`config.mk`:
```
export PLATFORM = sky130hd
export DESIGN_NAME = multi_cycle_ctrl
export DESIGN_NICKNAME = d
export VERILOG_FILES = /design/src/rtl/ctrl_pkg.sv /design/src/rtl/instr_class_dec.sv /design/src/rtl/multi_cycle_ctrl.sv
export SDC_FILE = /design/constraint.sdc
export NUM_CORES = 1
export LEC_CHECK = 0
export ABC_AREA = 1
export CAP_MARGIN = 20
export CORE_AREA = 2 2 80 82
export CTS_CLUSTER_DIAMETER = 150
export DETAILED_ROUTE_END_ITERATION = 7
export DIE_AREA = 0 0 82 84
export PLACE_DENSITY = 0.94
export SYNTH_ARGS = -nofsm -noshare
export SYNTH_HDL_FRONTEND = slang
export SYNTH_SLANG_ARGS = --single-unit
```
`constraint.sdc`:
```
create_clock -name Clk -period 5.9 [get_ports Clk]
set_clock_uncertainty 0.15 [all_clocks]
set_input_delay 1.18 -clock Clk [delete_from_list [all_inputs] [get_ports Clk]]
set_output_delay 1.18 -clock Clk [all_outputs]
set_load 0.01 [all_outputs]
```
`src/rtl/ctrl_pkg.sv`:
```
// -----------------------------------------------------------------------------
// ctrl_pkg
// Shared definitions for the MIPS-subset control path: FSM state encoding,
// Op/Func codes, Aluc/Pcsrc encodings, the instruction-class enum and the
// bundled decode-output record used by both the decoder and the FSM.
// -----------------------------------------------------------------------------
package ctrl_pkg;

  // FSM states; the numeric values are visible on the State debug port.
  typedef enum logic [2:0] {
    ST_RST = 3'd0,
    ST_IF  = 3'd1,
    ST_ID  = 3'd2,
    ST_EX  = 3'd3,
    ST_MEM = 3'd4,
    ST_WB  = 3'd5
  } state_e;

  // Primary opcodes
  localparam logic [5:0] OP_RTYPE = 6'b000000;
  localparam logic [5:0] OP_ADDI  = 6'b001000;
  localparam logic [5:0] OP_ANDI  = 6'b001100;
  localparam logic [5:0] OP_ORI   = 6'b001101;
  localparam logic [5:0] OP_LW    = 6'b100011;
  localparam logic [5:0] OP_SW    = 6'b101011;
  localparam logic [5:0] OP_BEQ   = 6'b000100;
  localparam logic [5:0] OP_BNE   = 6'b000101;
  localparam logic [5:0] OP_J     = 6'b000010;

  // R-type function codes
  localparam logic [5:0] FN_ADD = 6'b100000;
  localparam logic [5:0] FN_SUB = 6'b100010;
  localparam logic [5:0] FN_AND = 6'b100100;
  localparam logic [5:0] FN_OR  = 6'b100101;

  typedef enum logic [1:0] {
    ALUC_ADD = 2'b00,
    ALUC_SUB = 2'b01,
    ALUC_AND = 2'b10,
    ALUC_OR  = 2'b11
  } aluc_e;

  // 2'b11 is unused.
  typedef enum logic [1:0] {
    PCSRC_SEQ    = 2'b00,
    PCSRC_JUMP   = 2'b01,
    PCSRC_BRANCH = 2'b10
  } pcsrc_e;

  typedef enum logic [3:0] {
    CLS_NONE,
    CLS_RALU,
    CLS_IALU,
    CLS_LW,
    CLS_SW,
    CLS_BEQ,
    CLS_BNE,
    CLS_J,
    CLS_ILL
  } instr_class_e;

  // Everything the datapath needs from one decoded instruction.
  typedef struct packed {
    instr_class_e cls;
    logic         regrt;
    logic         se;
    logic         aluqb;
    aluc_e        aluc;
    logic         reg2reg;
  } dec_t;

  function automatic dec_t mk_dec(input instr_class_e cls,
                                  input logic         regrt,
                                  input logic         se,
                                  input logic         aluqb,
                                  input aluc_e        aluc,
                                  input logic         reg2reg);
    dec_t d;
    d.cls     = cls;
    d.regrt   = regrt;
    d.se      = se;
    d.aluqb   = aluqb;
    d.aluc    = aluc;
    d.reg2reg = reg2reg;
    return d;
  endfunction

  localparam dec_t DEC_NONE = '{cls: CLS_NONE, regrt: 1'b0, se: 1'b0,
                                aluqb: 1'b0, aluc: ALUC_ADD, reg2reg: 1'b0};

endpackage

```
`src/rtl/instr_class_dec.sv`:
```
// -----------------------------------------------------------------------------
// instr_class_dec
// Purely combinational Op/Func decoder: classifies the instruction and
// produces the datapath decode fields (Regrt, Se, Aluqb, Aluc, Reg2reg).
// Kept standalone so a pipelined control unit can reuse it unchanged.
//
// Ports:
//   i_op   [5:0]  opcode field
//   i_func [5:0]  function field (meaningful only for Op = 0)
//   o_dec         class plus decode fields; unknown encodings give CLS_ILL
//                 with every decode field cleared
// -----------------------------------------------------------------------------
module instr_class_dec
  import ctrl_pkg::*;
(
  input  logic [5:0] i_op,
  input  logic [5:0] i_func,
  output dec_t       o_dec
);

  always_comb begin
    // NOTE: a default is assigned before the case so every path drives
    // o_dec; a missing branch would otherwise infer a latch.
    o_dec = mk_dec(CLS_ILL, 1'b0, 1'b0, 1'b0, ALUC_ADD, 1'b0);
    unique case (i_op)
      OP_RTYPE: begin
        case (i_func)
          FN_ADD:  o_dec = mk_dec(CLS_RALU, 1'b0, 1'b0, 1'b1, ALUC_ADD, 1'b1);
          FN_SUB:  o_dec = mk_dec(CLS_RALU, 1'b0, 1'b0, 1'b1, ALUC_SUB, 1'b1);
          FN_AND:  o_dec = mk_dec(CLS_RALU, 1'b0, 1'b0, 1'b1, ALUC_AND, 1'b1);
          FN_OR:   o_dec = mk_dec(CLS_RALU, 1'b0, 1'b0, 1'b1, ALUC_OR,  1'b1);
          default: ;
        endcase
      end
      OP_ADDI: o_dec = mk_dec(CLS_IALU, 1'b1, 1'b1, 1'b0, ALUC_ADD, 1'b1);
      // Logical immediates are zero-extended.
      OP_ANDI: o_dec = mk_dec(CLS_IALU, 1'b1, 1'b0, 1'b0, ALUC_AND, 1'b1);
      OP_ORI:  o_dec = mk_dec(CLS_IALU, 1'b1, 1'b0, 1'b0, ALUC_OR,  1'b1);
      OP_LW:   o_dec = mk_dec(CLS_LW,   1'b1, 1'b1, 1'b0, ALUC_ADD, 1'b0);
      OP_SW:   o_dec = mk_dec(CLS_SW,   1'b1, 1'b1, 1'b0, ALUC_ADD, 1'b0);
      // Branches compare rs - rt, so B comes from the register file.
      OP_BEQ:  o_dec = mk_dec(CLS_BEQ,  1'b1, 1'b1, 1'b1, ALUC_SUB, 1'b0);
      OP_BNE:  o_dec = mk_dec(CLS_BNE,  1'b1, 1'b1, 1'b1, ALUC_SUB, 1'b0);
      OP_J:    o_dec = mk_dec(CLS_J,    1'b0, 1'b0, 1'b0, ALUC_ADD, 1'b0);
      default: ;
    endcase
  end

endmodule

```
`src/rtl/multi_cycle_ctrl.sv`:
```
// -----------------------------------------------------------------------------
// multi_cycle_ctrl
// Multi-cycle control FSM for the MIPS-subset datapath. Sequences one
// instruction at a time through IF/ID/EX/MEM/WB with variable-latency
// instruction/data memory handshakes, a per-wait timeout, a sticky
// illegal-opcode flag and a retired-instruction counter.
//
// Parameters:
//   TIMEOUT  max cycles a memory request waits for rdy before abort (>= 2)
//   CNT_W    width of the retired-instruction counter
//
// Ports:
//   Clk, Rst           clock (rising edge), synchronous active-high reset
//   Op, Func, Z        IR fields and ALU zero flag
//   Imem_rdy, Dmem_rdy memory handshake completion
//   Imem_req, Dmem_req memory requests
//   Pcwr, Irwr, Pcsrc  PC / IR write strobes and PC source select
//   Regrt, Se, Aluqb, Aluc, Reg2reg, Wreg, Wmem   datapath controls
//   Instr_done         pulse on the last cycle of each legal instruction
//   Icount             retired legal instructions (wraps)
//   Illegal, Err       sticky illegal-decode / memory-timeout flags
//   State              debug view of the FSM state
// -----------------------------------------------------------------------------
module multi_cycle_ctrl
  import ctrl_pkg::*;
#(
  parameter int TIMEOUT = 16,
  parameter int CNT_W   = 32
) (
  input  logic             Clk,
  input  logic             Rst,
  input  logic [5:0]       Op,
  input  logic [5:0]       Func,
  input  logic             Z,
  input  logic             Imem_rdy,
  input  logic             Dmem_rdy,
  output logic             Imem_req,
  output logic             Dmem_req,
  output logic             Pcwr,
  output logic             Irwr,
  output logic [1:0]       Pcsrc,
  output logic             Regrt,
  output logic             Se,
  output logic             Aluqb,
  output logic [1:0]       Aluc,
  output logic             Reg2reg,
  output logic             Wreg,
  output logic             Wmem,
  output logic             Instr_done,
  output logic [CNT_W-1:0] Icount,
  output logic             Illegal,
  output logic             Err,
  output logic [2:0]       State
);

  // The wait counter only needs to reach TIMEOUT-1: the TIMEOUT-th
  // rdy-less cycle is detected combinationally and aborts in that cycle.
  localparam int                WAIT_W    = $clog2(TIMEOUT);
  localparam logic [WAIT_W-1:0] WAIT_LAST = WAIT_W'(TIMEOUT - 1);

  state_e             r_state;
  state_e             w_next_state;
  logic [WAIT_W-1:0]  r_wait;
  dec_t               r_dec;        // class + decode fields latched at ID exit
  dec_t               w_id_dec;     // live decode of Op/Func
  dec_t               w_dec;        // decode view presented to the datapath
  logic [CNT_W-1:0]   r_icount;
  logic               r_illegal;
  logic               r_err;
  logic               w_waiting;
  logic               w_rdy;
  logic               w_expire;
  logic               w_set_ill;
  logic               w_set_err;

  instr_class_dec u_dec (
    .i_op   (Op),
    .i_func (Func),
    .o_dec  (w_id_dec)
  );

  // Handshake wait tracking: only IF and MEM ever wait on a memory.
  assign w_waiting = (r_state == ST_IF) || (r_state == ST_MEM);
  assign w_rdy     = (r_state == ST_IF) ? Imem_rdy : Dmem_rdy;
  // rdy arriving in the last allowed cycle wins over the timeout.
  assign w_expire  = w_waiting && !w_rdy && (r_wait == WAIT_LAST);

  // ---------------------------------------------------------------------------
  // Next-state and output logic
  // ---------------------------------------------------------------------------
  always_comb begin
    w_next_state = r_state;
    w_dec        = DEC_NONE;
    Imem_req     = 1'b0;
    Dmem_req     = 1'b0;
    Pcwr         = 1'b0;
    Irwr         = 1'b0;
    Pcsrc        = PCSRC_SEQ;
    Wreg         = 1'b0;
    Wmem         = 1'b0;
    Instr_done   = 1'b0;
    w_set_ill    = 1'b0;
    w_set_err    = 1'b0;

    case (r_state)
      ST_RST: w_next_state = ST_IF;

      ST_IF: begin
        Imem_req = 1'b1;
        if (Imem_rdy) begin
          Irwr         = 1'b1;
          Pcwr         = 1'b1;
          w_next_state = ST_ID;
        end else if (w_expire) begin
          // Abandon this fetch and retry with a fresh wait window.
          w_set_err = 1'b1;
        end
      end

      ST_ID: begin
        w_dec = w_id_dec;
        case (w_id_dec.cls)
          CLS_J: begin
            Pcwr         = 1'b1;
            Pcsrc        = PCSRC_JUMP;
            Instr_done   = 1'b1;
            w_next_state = ST_IF;
          end
          CLS_ILL: begin
            // Treated as a NOP: no strobes and it is not counted as retired.
            w_set_ill    = 1'b1;
            w_next_state = ST_IF;
          end
          default: w_next_state = ST_EX;
        endcase
      end

      ST_EX: begin
        w_dec = r_dec;
        case (r_dec.cls)
          CLS_BEQ, CLS_BNE: begin
            Pcwr         = (r_dec.cls == CLS_BEQ) ? Z : !Z;
            Pcsrc        = PCSRC_BRANCH;
            Instr_done   = 1'b1;
            w_next_state = ST_IF;
          end
          CLS_LW, CLS_SW:     w_next_state = ST_MEM;
          CLS_RALU, CLS_IALU: w_next_state = ST_WB;
          default:            w_next_state = ST_IF;
        endcase
      end

      ST_MEM: begin
        w_dec    = r_dec;
        Dmem_req = 1'b1;
        // The store enable is withdrawn on the cycle the access is abandoned.
        Wmem     = (r_dec.cls == CLS_SW) && !w_expire;
        if (Dmem_rdy) begin
          if (r_dec.cls == CLS_SW) begin
            Instr_done   = 1'b1;
            w_next_state = ST_IF;
          end else begin
            w_next_state = ST_WB;
          end
        end else if (w_expire) begin
          w_set_err    = 1'b1;
          w_next_state = ST_IF;
        end
      end

      ST_WB: begin
        w_dec        = r_dec;
        Wreg         = 1'b1;
        Instr_done   = 1'b1;
        w_next_state = ST_IF;
      end

      default: w_next_state = ST_RST;
    endcase
  end

  assign Regrt   = w_dec.regrt;
  assign Se      = w_dec.se;
  assign Aluqb   = w_dec.aluqb;
  assign Aluc    = w_dec.aluc;
  assign Reg2reg = w_dec.reg2reg;

  // ---------------------------------------------------------------------------
  // State, wait counter, latched decode, flags and retired count
  // ---------------------------------------------------------------------------
  // NOTE: sequential state uses non-blocking assignments so every register
  // samples the pre-edge values, independent of statement order.
  always_ff @(posedge Clk) begin
    if (Rst) begin
      r_state   <= ST_RST;
      r_wait    <= '0;
      r_dec     <= DEC_NONE;
      r_icount  <= '0;
      r_illegal <= 1'b0;
      r_err     <= 1'b0;
    end else begin
      r_state <= w_next_state;

      // Counts consecutive rdy-less cycles; any rdy, abort or state change
      // starts the next wait from zero.
      if (w_waiting && !w_rdy && !w_expire) begin
        r_wait <= r_wait + WAIT_W'(1);
      end else begin
        r_wait <= '0;
      end

      if (r_state == ST_ID) begin
        r_dec <= w_id_dec;
      end

      if (Instr_done) begin
        r_icount <= r_icount + CNT_W'(1);
      end
      if (w_set_ill) begin
        r_illegal <= 1'b1;
      end
      if (w_set_err) begin
        r_err <= 1'b1;
      end
    end
  end

  assign State   = r_state;
  assign Icount  = r_icount;
  assign Illegal = r_illegal;
  assign Err     = r_err;

endmodule
```
### Word-level counts from Yosys, hierarchy flattened

Cells that the tools add are included.

* input port bits: 17
* register bits after elaboration: 51

* add/sub/neg operators: 2
* bitwise operators: 1
* equality and inequality tests: 28
* reduce and logical (&&, ||, !) cells: 18
* mux-type cells: 34

Operators by type and width (number)
* $pmux W10 S9: 1
* $pmux W10 S4: 1
* $eq A6 B6 Y1 const B: 6
* $add A32 B1 Y32 const B: 1
* $mux W1: 19
* $eq A6 B4 Y1 const B: 3
* $eq A4 B3 Y1 const B: 4
* $pmux W3 S5: 1
* $eq A6 B3 Y1 const B: 2
* $mux W3: 4
* $pmux W6 S2: 1
* $reduce_or A2 Y1: 6
* $eq A4 B2 Y1 const B: 2
* $eq A4 B4 Y1 const B: 2
* $eq A3 B2 Y1 const B: 2
* $eq A3 B3 Y1 const B: 2
* $eq A6 B2 Y1 const B: 1
* $logic_not A6 Y1: 1
* $pmux W3 S2: 1
* $add A4 B1 Y4 const B: 1
* $eq A4 B1 Y1 const B: 1
* $logic_and A1 B1 Y1: 4
* $mux W2: 2
* $pmux W1 S4: 1
* other kinds (12): 14

### Logic depth before layout (Yosys ltp)

Gate-level depths: netlist (run 1).

* word-level depth: 9
* mapped depth: 11
* depth with buffers taken out: 11

### Hierarchy

From an unflattened synthesis (run 1), not the netlist that was laid out.

* cell total of the unflattened synthesis: 585
* area total of the unflattened synthesis: 3538.4 sq um

Modules (own cells, without submodules)
* multi_cycle_ctrl: seq. area each 1021.0 sq um, times used 1, area each 3201.8 sq um, cells each 518
* instr_class_dec: seq. area each 0.0 sq um, times used 1, area each 336.6 sq um, cells each 67

### Least setup slack after synthesis (run 1)

No wires, ideal clock.

* path kind: input to output
* from: input port Op[3]
* to: output port Instr_done
* data arrival time: 2.031 ns
* stages: 8
* path slack: 2.539 ns
* cells stage by stage: nor2_1 -> nand3_2 -> clkinv_1 -> nand2_2 -> nand2_2 -> nor2_4 -> nor2_8 -> buf_6

* cells in the longest elaborated chain, start to end: 5
* elaborated cells on any way between the ends: 13
* those cells by class: 9 x eq/ne; 3 x mux; 1 x reduce/logical

Ends and longest elaborated chain
* start: declaration: line multi_cycle_ctrl.sv:32 `input logic [5:0] Op,`
* $eq A6 B2 Y1, or another cell as far along: line instr_class_dec.sv:25 `unique case (i_op)`
* $pmux W10 S9 (*): line instr_class_dec.sv:25
* $eq A4 B3 Y1 (*): line multi_cycle_ctrl.sv:122 `case (w_id_dec.cls)`
* $mux W1 (*): line multi_cycle_ctrl.sv:122
* $pmux W1 S4 (*): line multi_cycle_ctrl.sv:105 `case (r_state)`
* end: declaration: line multi_cycle_ctrl.sv:49 `output logic Instr_done,`

Every way passes the cells marked *; elsewhere a longest branch is shown, timed or not.

### Final worst setup path (run 1)

Same ends and word-level chain as after synthesis.

==> results of run 1 <==
placed cells by master (no fill, tap or decap), types with 2 or more instances in the layout:
cell type,instances
nor2_1,114
clkdlybuf4s50_1,68
a21oi_2,6
inv_1,52
nand2_2,3
nand3_1,31
nor2_2,6
nor2_4,2
xnor2_1,3
xor2_1,7
ha_1,5
nand2_1,185
dfxtp_1,51
nand3b_1,9
a21oi_1,31
clkbuf_8,6
nand4_1,6
o21ai_0,15
inv_2,5
nor3_1,4
worst register-to-register path: stages, from the launching register on:
cell	delay, ns
dfxtp_1	0.48
nand3_1	0.43
inv_1	0.44
nand2_2	0.12
nand2_2	0.09
nor2_4	0.06
nor2_8	0.26
nand2_1	0.11
a21oi_2	0.14
sequential cells by signal, indices dropped and copies added, names as in the netlist:
signal   cells
State        3
Icount      32
r_dec       10
r_wait       4
Illegal      1
Err          1
cell families after synthesis:
family	count (synthesis)	share of synthesized area
and+or+nand+nor	364	0.465
buffers and inverters	68	0.0837
AOI/OAI and AO/OA	56	0.0955
DFF	51	0.310
xor gates and xnor gates	10	0.0266
adders and majority gates	5	0.0190
layer usage:
layer	part of all wire	vias up
li1	-	1867
met1	0.41	1619
met2	0.52	111
met3	0.055	16
met4	0.013	0
met5	0	-
power by group through the flow:
stage          clock network [mW]  logic (mW)  registers, mW
4_1_cts                     0.263      0.0790          0.355
6_report                    0.256      0.0797          0.355
5_1_grt                     0.274      0.0883          0.356
3_5_place_dp                    0      0.0785          0.363
3_3_place_gp                    0      0.0758          0.362
2_1_floorplan                   0      0.0461          0.363
area by class of cell:
class | instances | share of cell area
Clock buffer | 6 | 0.0200
Clock inverter | 2 | 0.00847
Inverter | 58 | 0.0527
Multi-Input combinational cell | 435 | 0.482
Sequential cell | 51 | 0.247
Tap cell | 77 | 0.0233
Timing Repair Buffer | 69 | 0.166
metrics by stage:
stage          cells  instance area, sq um  total power [mW]   util  setup WS [ns]
2_1_floorplan    554                  3290             0.409      -           2.54
3_3_place_gp     690                  4020             0.438  0.659           1.40
3_5_place_dp     690                  4020             0.441  0.659           1.32
4_1_cts          698                  4130             0.697  0.678           1.31
5_1_grt          698                  4130             0.718  0.678           1.15
6_report         698                  4130             0.691  0.678           1.32
final timing paths:
| kind | end | startpoint | cells after the start | slack (ns) |
|---|---|---|---|---|
| hold reg to reg | Err | Err | 2 | 0.31 |
| setup / recovery | Instr_done | Op[3] | 9 | 1.32 |
| hold / removal | Err | Err | 2 | 0.31 |
| setup reg to reg | Icount[5] | State[1] | 8 | 3.55 |
==> flow_summary.rst, run 1 <==
.. list-table::
   :header-rows: 1

   * - Metric
     - Value
   * - Cell-internal power
     - a little over 0.5 mW
   * - Final hold violation count
     - 0
   * - Top cells by area in the synthesized netlist
     - dfxtp_1 (31%), nand2_1 (21%), nor2_1 (13%)
   * - Vias after detailed routing
     - 3613
   * - Fraction of layout cells with a size suffix above 1
     - 0.0580
   * - Ratio of routed vias to standard cells
     - 5.18
   * - Total number of H-tree levels
     - 2
   * - Residual antenna-violating net count after detailed routing
     - 0
   * - Resize count post-CTS
     - 0
   * - Met2 track demand over resource in global routing
     - 0.498
   * - Least-Margin Pin Slew
     - 0.664 ns
   * - Multi-input gate area in the final layout
     - between 0.0015 and 0.002 sq mm
   * - Status
     - completed
   * - Kind of critical path
     - primary input to primary output
   * - Switching component of the power
     - 0.172 mW
   * - DRC violation total after the first TritonRoute iteration
     - 164
   * - Routability Congestion
     - 0.937
   * - FMAX
     - roughly 220 MHz
   * - Number of I/O pins
     - 69
   * - Area of the placeable core
     - 0.00610 sq mm
   * - Worst hold slack after final layout
     - 0.308 ns
   * - Port-buffer cells
     - 68
   * - Count of maximum capacitance violations
     - 0
   * - Minimum period implied by the final worst setup slack
     - approximately 4.6 ns
   * - Critical path, cell by cell
     - clkdlybuf4s50_1, nor2_1, nand3_2, clkinv_1, nand2_2, nand2_2, nor2_4, nor2_8, clkdlybuf4s50_1
   * - Clock latency on the worst-skew pair
     - 0.31 ns
   * - Share of power burned in the clock network
     - 0.371
   * - Number of distinct library cell variants in the gate-level netlist after synthesis
     - 31
   * - Wire length of the first global-routing pass
     - 15.0 mm
   * - Largest net degree at the start of global routing
     - 29
   * - Max-slew headroom at the worst pin
     - 0.557
   * - Sequential cell area in the final layout
     - 0.00102 sq mm
   * - Sequential cell fraction of total power
     - 0.514
   * - Number of buffers inserted for hold repair after clock tree synthesis
     - 0
   * - Clock tree from TritonCTS
     - yes
   * - Cell at the root of the clock tree
     - clkbuf_8
   * - Number of buffers inserted during clock tree synthesis
     - 5
   * - Proportion of synthesized chip area in sequential cells
     - 0.310
   * - Post-CTS Repair Setup Buffers
     - 0
   * - Main synth FF type
     - dfxtp_1
   * - Arrival time worst endpoint
     - 3.25 ns
   * - Kind of cell adding the most delay to the critical path
     - buffers and inverters
   * - Required time at the worst-slack endpoint
     - ~4.6 ns
   * - Combinational power share
     - 0.115
   * - Cell area after technology mapping
     - approximately 0.0033 sq mm
   * - Setup violation total in the final timing report
     - 0
   * - Detailed-placement wirelength estimate
     - ~6.8 mm
   * - Antenna cell count
     - 0
   * - Most frequently used cell type in the post-synthesis netlist
     - nand2_1
   * - Die width
     - 82 microns
   * - Number of slew-limit violations in the final report
     - 0
   * - Met3 usage
     - 0.0498
   * - Initial antenna violation count
     - 0
   * - Fraction of power spent switching nets
     - 0.248
   * - Post-Synthesis Net Count
     - 576
   * - FP Rows
     - 29
   * - Clock slew at the register clock pins of the worst setup and hold paths
     - 0.09 ns
   * - Hold Crit Class
     - register to register
   * - Post-layout net count
     - 642
   * - Met1 layer usage reported by global route
     - 0.306
   * - RSZ-0062 raised after global routing
     - no
   * - Setup crit end kind
     - primary output
   * - Cell with the largest stage delay on the worst path
     - clkdlybuf4s50_1
   * - Buffers plus inverters on the worst setup path
     - 3
   * - Maximum root-to-sink buffer count
     - 2
   * - DR WL/cell
     - 12.7 microns
   * - Synth-to-Final Area Change
     - 25.7%
   * - GRT Overall Usage
     - 0.268
   * - Layer with the highest usage after global routing
     - met2
   * - Count of yosys warnings during synthesis
     - 0
   * - Setup total negative slack
     - 0 ns
   * - Post-synth ARST share
     - 0
   * - CP max stage delay
     - 0.60 ns
   * - Aggregate global routing overflow
     - 0
   * - Count of flip-flops with a built-in enable after synthesis
     - 0
   * - Die H
     - between 80 and 90 microns
   * - Die outline area
     - ~0.0069 sq mm
   * - Count of mapped cells out of synthesis
     - 554
   * - DR DRC count
     - 0
   * - Effective utilization at floorplan
     - 0.540
   * - Number of iterations in the first detailed-routing pass
     - 5
   * - Synthesized flop and latch total
     - 51
   * - Cell accounting for the most synthesized area
     - dfxtp_1
   * - Leakage power figure
     - 1.67 nW
   * - Largest fanout on the critical path
     - 19
   * - Vias in the first global route
     - 3472
   * - Power density over the cells
     - 167 mW/mm^2
   * - Area fraction of the dominant cell type after synthesis
     - 0.310
   * - Number of fillers in the final layout
     - 553
   * - Peak VDD IR
     - roughly 0.00014 V
   * - Portion of the clock cycle consumed by the worst path in the final layout
     - 0.777
   * - Total Routed Length
     - 8.87 mm
   * - Post-synthesis area per instance
     - 5.94 sq um
   * - Most numerous cell types in the synthesized netlist
     - nand2_1 (185), nor2_1 (114), inv_1 (52), dfxtp_1 (51)
   * - Clock sink count
     - 51
   * - Startpoint class of the critical path
     - primary input
(Power assumes the default switching activity.)
==> inputs of run 2 (changes only) <==
--- a/config.mk
+++ b/config.mk
@@ -7,11 +7,11 @@
 export LEC_CHECK = 0
 export ABC_AREA = 1
 export CAP_MARGIN = 20
-export CORE_AREA = 2 2 80 82
+export CORE_AREA = 2 2 87 89
 export CTS_CLUSTER_DIAMETER = 150
 export DETAILED_ROUTE_END_ITERATION = 7
-export DIE_AREA = 0 0 82 84
-export PLACE_DENSITY = 0.94
+export DIE_AREA = 0 0 89 91
+export PLACE_DENSITY = 0.85
 export SYNTH_ARGS = -nofsm -noshare
 export SYNTH_HDL_FRONTEND = slang
 export SYNTH_SLANG_ARGS = --single-unit
==> constraint.sdc (replaced) <==
create_clock -name Clk -period 3.87 [get_ports Clk]
set_clock_uncertainty 0.15 [all_clocks]
set_input_delay 0.774 -clock Clk [delete_from_list [all_inputs] [get_ports Clk]]
set_output_delay 0.774 -clock Clk [all_outputs]
set_load 0.01 [all_outputs]
==> run 2 against run 1 <==
First-iteration DRC count up 34%. Critical endpoint is now Aluqb. Design area up 1.0%. Setup slack worse by 1.0 ns. Via count grew 1.7%. Clock power grew 53%. Highest routed layer unchanged. Combinational power is 51% higher. Cell count up 3.4%. Non-clock buffer count up 2. Count of clock-buffer cells in the layout unchanged. Largest cell class unchanged.
==> flow_summary.rst, run 2 (same netlist as run 1, synthesis figures left out) <==
.. list-table::
   :header-rows: 1

   * - Metric
     - Value
   * - Status
     - completed
   * - Clock latency on the worst-skew pair
     - 0.31 ns (about the same)
   * - Required time at the worst-slack endpoint
     - 2.95 ns (-1.62 ns)
   * - GRT Overall Usage
     - 0.219 (-0.0492)
   * - Setup violation total in the final timing report
     - 0 (unchanged)
   * - Number of slew-limit violations in the final report
     - 0 (unchanged)
   * - Minimum period implied by the final worst setup slack
     - 3.58 ns
   * - FP Rows
     - 31 (+6.9%)
   * - Number of iterations in the first detailed-routing pass
     - 4 (-1)
   * - Initial antenna violation count
     - 0 (unchanged)
   * - Worst hold slack after final layout
     - 0.307 ns (-0.00150 ns)
   * - Startpoint class of the critical path
     - primary input
   * - Total number of H-tree levels
     - 2 (unchanged)
   * - Wire length of the first global-routing pass
     - 14.6 mm (-2.4%)
   * - Cell-internal power
     - 0.793 mW (+53%)
   * - Startpoint of the most critical register-to-register path
     - State[1]
   * - Vias after detailed routing
     - 3674 (+1.7%)
   * - Die outline area
     - 0.00810 sq mm (+18%)
   * - Setup total negative slack
     - 0 ns (unchanged)
   * - Multi-input gate area in the final layout
     - 0.00199 sq mm (unchanged)
   * - Portion of the clock cycle consumed by the worst path in the final layout
     - 0.926
   * - Post-layout instance area
     - 0.00418 sq mm (+1.0%)
   * - Clock sink count
     - 51 (unchanged)
   * - Post-layout net count
     - 644 (+0.31%)
   * - Resize count post-CTS
     - 0 (unchanged)
   * - Number of buffers inserted during clock tree synthesis
     - 5 (unchanged)
   * - Final hold violation count
     - 0 (unchanged)
   * - Clock tree from TritonCTS
     - yes
   * - Hold Crit Depth
     - 2 (unchanged)
   * - DRC violation total after the first TritonRoute iteration
     - 220 (+34%)
   * - Clock slew at the register clock pins of the worst setup and hold paths
     - 0.09 ns (about the same)
   * - Residual antenna-violating net count after detailed routing
     - 0 (unchanged)
   * - Cell at the root of the clock tree
     - clkbuf_8
   * - Largest register FFs
     - 32 (unchanged)
   * - Port-buffer cells
     - 68 (unchanged)
   * - Vias in the first global route
     - 3549 (+2.2%)
   * - Detailed-placement wirelength estimate
     - 6.61 mm (-2.7%)
   * - Fraction of power spent switching nets
     - 0.248 (-0.000657)
   * - Largest fanout on the critical path
     - 4 (-15)
   * - Maximum root-to-sink buffer count
     - 2 (unchanged)
   * - Number of fillers in the final layout
     - 718 (+30%)
   * - Routability Congestion
     - 0.952 (+1.6%)
   * - Sequential cell fraction of total power
     - 0.514 (about the same)
   * - Combinational power share
     - 0.114 (about the same)
   * - Leakage power figure
     - 1.68 nW (+0.58%)
   * - Effective utilization at floorplan
     - 0.461 (-0.0787)
   * - Power density over the cells
     - 252 mW/mm^2 (+51%)
   * - Die H
     - 91 microns (+8.3%)
   * - Post-CTS Repair Setup Buffers
     - 0 (unchanged)
   * - Area of the placeable core
     - 0.00714 sq mm (+17%)
   * - Count of maximum capacitance violations
     - 0 (unchanged)
   * - RSZ-0062 raised after global routing
     - no
   * - Post-layout worst setup margin
     - 0.287 ns (-1.03 ns)
   * - Commonest cells after routing, fill and taps aside
     - nand2_1 (185), nor2_1 (114), clkdlybuf4s50_1 (68)
   * - Max-slew headroom at the worst pin
     - 0.574 (+0.0167)
   * - Ratio of routed vias to standard cells
     - 5.09 (-1.7%)
   * - Most frequent standard cell in the layout excluding fill and tap cells
     - nand2_1
   * - Number of buffers inserted for hold repair after clock tree synthesis
     - 0 (unchanged)
   * - Fraction of layout cells with a size suffix above 1
     - 0.0610 (+0.00302)
   * - Pre-CTS setup slack
     - 0.295 ns (-1.02 ns)
   * - Beginning of the worst hold path
     - Err
   * - FMAX
     - ~280 MHz
   * - Number of I/O pins
     - 69 (unchanged)
   * - DR DRC count
     - 0 (unchanged)
   * - Total Routed Length
     - 8.48 mm (-4.4%)
   * - Setup crit end kind
     - primary output
   * - Sequential cell area in the final layout
     - 0.00102 sq mm (unchanged)
   * - DR WL/cell
     - 11.7 microns (-7.6%)
   * - Largest net degree at the start of global routing
     - 28 (-3.4%)
   * - Endpoint of the lowest-slack register-to-register path
     - Icount[24]
   * - Flop2flop setup slack
     - 1.60 ns (-1.95 ns)
   * - Aggregate global routing overflow
     - 0 (unchanged)
   * - Share of power burned in the clock network
     - 0.372 (about the same)
   * - Endpoint, Worst Hold
     - Err
   * - R2R cell count
     - 10 (+2)
   * - Switching component of the power
     - 0.261 mW (+52%)
   * - Arrival time worst endpoint
     - 2.66 ns (-0.59 ns)
   * - Peak VDD IR
     - 0.000186 V (+29%)
   * - Least-Margin Pin Slew
     - 0.639 ns (-0.0250 ns)
   * - Cell area after placement
     - 0.00406 sq mm (+1.1%)
   * - Die width
     - 89 microns (+8.5%)
   * - Antenna cell count
     - 0 (unchanged)
   * - Synth-to-Final Area Change
     - 27.0%
   * - Kind of critical path
     - primary input to primary output
   * - Hold Crit Class
     - register to register
   * - Total power draw
     - 1.05 mW (+53%)
run 2: final cells by class:
type                            count  area share
Multi-Input combinational cell    435       0.477
Clock inverter                      2     0.00839
Clock buffer                        6      0.0198
Timing Repair Buffer               71       0.168
Tap cell                           99      0.0297
Sequential cell                    51       0.244
Inverter                           58      0.0521
run 2: worst max-delay path: stages:
cell and delay [ns]:
clkdlybuf4s50_1 0.46, nor2_1 0.25, nand3_1 0.14, nor2_1 0.19, inv_1 0.11, nand2_1 0.07, nand2_1 0.07, nand2_1 0.07
clkdlybuf4s50_1 0.52
run 2: routing by layer:
| layer | track usage | vias to the layer above | wire, microns |
|---|---|---|---|
| met5 | 0 | - | 0 |
| met4 | 0.0622 | 0 | 150 |
| met3 | 0.0500 | 16 | 511 |
| met2 | 0.389 | 105 | 4260 |
| met1 | 0.257 | 1689 | 3560 |
| li1 | - | 1864 | - |
run 2: power groups by stage:
stage,clock (mW),combinational (mW),sequential (mW)
2_1_floorplan,0,0.0703,0.553
3_3_place_gp,0,0.117,0.553
3_5_place_dp,0,0.119,0.553
4_1_cts,0.393,0.120,0.541
5_1_grt,0.419,0.136,0.542
6_report,0.392,0.120,0.541
run 2: worst max path at each step:
stage,from,endpoint,cells after the start
3_5_place_dp,Op[3],Aluqb,9
2_1_floorplan,Op[3],Instr_done,8
4_1_cts,Op[3],Aluqb,9
3_3_place_gp,Op[3],Aluqb,9
5_1_grt,Op[3],Aluqb,9
6_report,Op[3],Aluqb,9
run 2: metrics by stage:
| step | std cells | util |
|---|---|---|
| after global placement | 714 | 0.569 |
| after floorplan | 554 | - |
| final | 722 | 0.585 |
| after global routing | 722 | 0.585 |
| after CTS | 722 | 0.585 |
| after detailed placement | 714 | 0.569 |
==> inputs of run 3 (changes only) <==
--- a/config.mk
+++ b/config.mk
@@ -7,11 +7,12 @@
 export LEC_CHECK = 0
 export ABC_AREA = 1
 export CAP_MARGIN = 20
-export CORE_AREA = 2 2 87 89
+export CORE_AREA = 2 2 78 80
 export CTS_CLUSTER_DIAMETER = 150
 export DETAILED_ROUTE_END_ITERATION = 7
-export DIE_AREA = 0 0 89 91
-export PLACE_DENSITY = 0.85
+export DIE_AREA = 0 0 80 82
+export DONT_BUFFER_PORTS = 1
+export PLACE_DENSITY = 0.82
 export SYNTH_ARGS = -nofsm -noshare
 export SYNTH_HDL_FRONTEND = slang
 export SYNTH_SLANG_ARGS = --single-unit
==> constraint.sdc (replaced) <==
create_clock -name Clk -period 4.6 [get_ports Clk]
set_clock_uncertainty 0.15 [all_clocks]
set_input_delay 0.92 -clock Clk [delete_from_list [all_inputs] [get_ports Clk]]
set_output_delay 0.92 -clock Clk [all_outputs]
set_load 0.01 [all_outputs]
==> run 3 against run 2 <==
Routed wire length fell by 0.39%. Register-to-register slack improved by 0.59 ns. Global-route usage grew 4.1 points. Non-clock buffer count down 71.
==> flow_summary.rst, run 3 (same netlist as run 1, synthesis figures left out) <==
.. list-table::
   :header-rows: 1

   * - Metric
     - Value
   * - Fraction of layout cells with a size suffix above 1
     - 0.0617 (+0.000711)
   * - Clock latency on the worst-skew pair
     - 0.31 ns (about the same)
   * - DRC violation total after the first TritonRoute iteration
     - 244 (+11%)
   * - Sequential cell fraction of total power
     - 0.546 (+0.032)
   * - Total power draw
     - 0.836 mW (-21%)
   * - Most frequent standard cell in the layout excluding fill and tap cells
     - nand2_1
   * - Residual antenna-violating net count after detailed routing
     - 0 (unchanged)
   * - Count of maximum capacitance violations
     - 0 (unchanged)
   * - Hold Crit Class
     - register to register
   * - Max-slew headroom at the worst pin
     - 0.575 (+0.00145)
   * - Number of slew-limit violations in the final report
     - 0 (unchanged)
   * - FP Rows
     - 28 (-9.7%)
   * - Cell-internal power
     - 0.627 mW (-21%)
   * - Clock slew at the register clock pins of the worst setup and hold paths
     - 0.09 ns (about the same)
   * - Kind of critical path
     - register to primary output
   * - Total Routed Length
     - 8.45 mm (-0.39%)
   * - Kind of cell adding the most delay to the critical path
     - simple AND/OR/NAND/NOR gates
   * - Cell area after placement
     - 0.00333 sq mm (-18%)
   * - Largest net degree at the start of global routing
     - 29 (+3.6%)
   * - Post-layout instance area
     - 0.00343 sq mm (-18%)
   * - Largest register FFs
     - 32 (unchanged)
   * - Critical path, cell by cell
     - nand3_1, inv_1, nand2_2, nand2_2, nor2_4, nor2_8
   * - Arrival time worst endpoint
     - 2.17 ns (-0.49 ns)
   * - Switching component of the power
     - 0.209 mW (-20%)
   * - Portion of the clock cycle consumed by the worst path in the final layout
     - 0.705
   * - Aggregate global routing overflow
     - 0 (unchanged)
   * - Vias in the first global route
     - 3083 (-13%)
   * - CP max stage delay
     - 0.49 ns (-0.03 ns)
   * - Die width
     - 80 microns (-10%)
   * - Port-buffer cells
     - 0 (-100%)
   * - GRT Overall Usage
     - 0.260 (+0.0412)
   * - Setup crit end kind
     - primary output
   * - Required time at the worst-slack endpoint
     - 3.53 ns (+0.58 ns)
   * - CP Depth
     - 6 (-3)
   * - Leakage power figure
     - 1.42 nW (-16%)
   * - Final core occ
     - 0.597 (+0.0121)
   * - Fraction of power spent switching nets
     - 0.250 (+0.00244)
   * - Minimum period implied by the final worst setup slack
     - 3.24 ns
   * - Share of power burned in the clock network
     - 0.373 (about the same)
   * - Effective utilization at floorplan
     - 0.573 (+0.112)
   * - Status
     - completed
   * - Worst hold slack after final layout
     - 0.312 ns (+0.00589 ns)
   * - Number of buffers inserted for hold repair after clock tree synthesis
     - 0 (unchanged)
   * - Startpoint class of the critical path
     - register
   * - Detailed-placement wirelength estimate
     - 6.30 mm (-4.7%)
   * - Initial antenna violation count
     - 0 (unchanged)
   * - Die H
     - 82 microns (-9.9%)
   * - Final hold violation count
     - 0 (unchanged)
   * - Commonest cells after routing, fill and taps aside
     - nand2_1 (185), nor2_1 (114), inv_1 (52)
   * - Cell with the largest stage delay on the worst path
     - dfxtp_1
   * - Setup total negative slack
     - 0 ns (unchanged)
   * - Vias after detailed routing
     - 3399 (-7.5%)
   * - Number of buffers inserted during clock tree synthesis
     - 5 (unchanged)
   * - Number of I/O pins
     - 69 (unchanged)
   * - Peak VDD IR
     - 0.000171 V (-8.3%)
   * - Power density over the cells
     - 244 mW/mm^2 (-3.4%)
   * - Cell at the root of the clock tree
     - clkbuf_8
   * - Ratio of routed vias to standard cells
     - 5.43 (+6.7%)
   * - Total number of H-tree levels
     - 2 (unchanged)
   * - Post-CTS Repair Setup Buffers
     - 0 (unchanged)
   * - Synth-to-Final Area Change
     - 4.34%
   * - Clock sink count
     - 51 (unchanged)
   * - R2R cell count
     - 7 (-3)
   * - Hold Crit Depth
     - 1 (-1)
   * - Setup violation total in the final timing report
     - 0 (unchanged)
   * - Combinational power share
     - 0.081 (-0.033)
   * - Least-Margin Pin Slew
     - 0.637 ns (-0.00217 ns)
   * - Post-layout net count
     - 573 (-11%)
   * - Maximum root-to-sink buffer count
     - 2 (unchanged)
   * - Die outline area
     - 0.00656 sq mm (-19%)
   * - DR DRC count
     - 0 (unchanged)
   * - DR WL/cell
     - 13.5 microns (+15%)
   * - Buffers plus inverters on the worst setup path
     - 1 (-2)
   * - Area of the placeable core
     - 0.00575 sq mm (-19%)
   * - Dominant cell type by count on the critical path
     - nand2_2
   * - Clock tree from TritonCTS
     - yes
   * - RSZ-0062 raised after global routing
     - no
   * - Wire length of the first global-routing pass
     - 13.6 mm (-6.8%)
   * - Number of fillers in the final layout
     - 570 (-21%)
   * - Routability Congestion
     - 0.977 (+2.6%)
   * - Largest fanout on the critical path
     - 19 (+15)
   * - FMAX
     - between 300 and 400 MHz
   * - Number of iterations in the first detailed-routing pass
     - 5 (+1)
   * - Resize count post-CTS
     - 0 (unchanged)
   * - Antenna cell count
     - 0 (unchanged)
==> run 3: final timing paths <==
kind | start | endpoint | slack (ns)
worst max-delay path | State[1] | Instr_done | 1.36
worst min-delay path | r_wait[0] | r_wait[0] | 0.31
worst max register to register | State[1] | Icount[2] | 2.19
worst min register to register | r_wait[0] | r_wait[0] | 0.31
==> run 3: area by class of cell <==
| class | count | area (sq um) | area share |
|---|---|---|---|
| clock buffers | 5 | 68.8 | 0.0201 |
| flip-flops and latches | 51 | 1020 | 0.297 |
| clock inverters | 2 | 37.5 | 0.0109 |
| inverters | 58 | 218 | 0.0634 |
| multi-input cells | 435 | 1990 | 0.581 |
| well taps | 75 | 93.8 | 0.0273 |
==> run 3: metal layers <==
layer / wire length (microns) / global-route usage / vias to the layer above
li1: - / - / 1721
met1: 3420 / 0.291 / 1508
met2: 4140 / 0.470 / 141
met3: 665 / 0.0615 / 29
met4: 225 / 0.112 / 0
met5: 0 / 0 / -
==> run 3: power groups by stage <==
stage,Sequential (mW),Combinational (mW),Clock (mW)
4_1_cts,0.456,0.0661,0.316
5_1_grt,0.458,0.0768,0.334
6_report,0.457,0.0674,0.312
2_1_floorplan,0.465,0.0592,0
3_5_place_dp,0.467,0.0657,0
3_3_place_gp,0.466,0.0637,0
==> run 3: per-stage QoR <==
stage          worst slack (ns)  cells
2_1_floorplan              1.76    554
3_3_place_gp               1.68    619
3_5_place_dp               1.64    619
4_1_cts                    1.33    626
5_1_grt                    1.16    626
6_report                   1.36    626
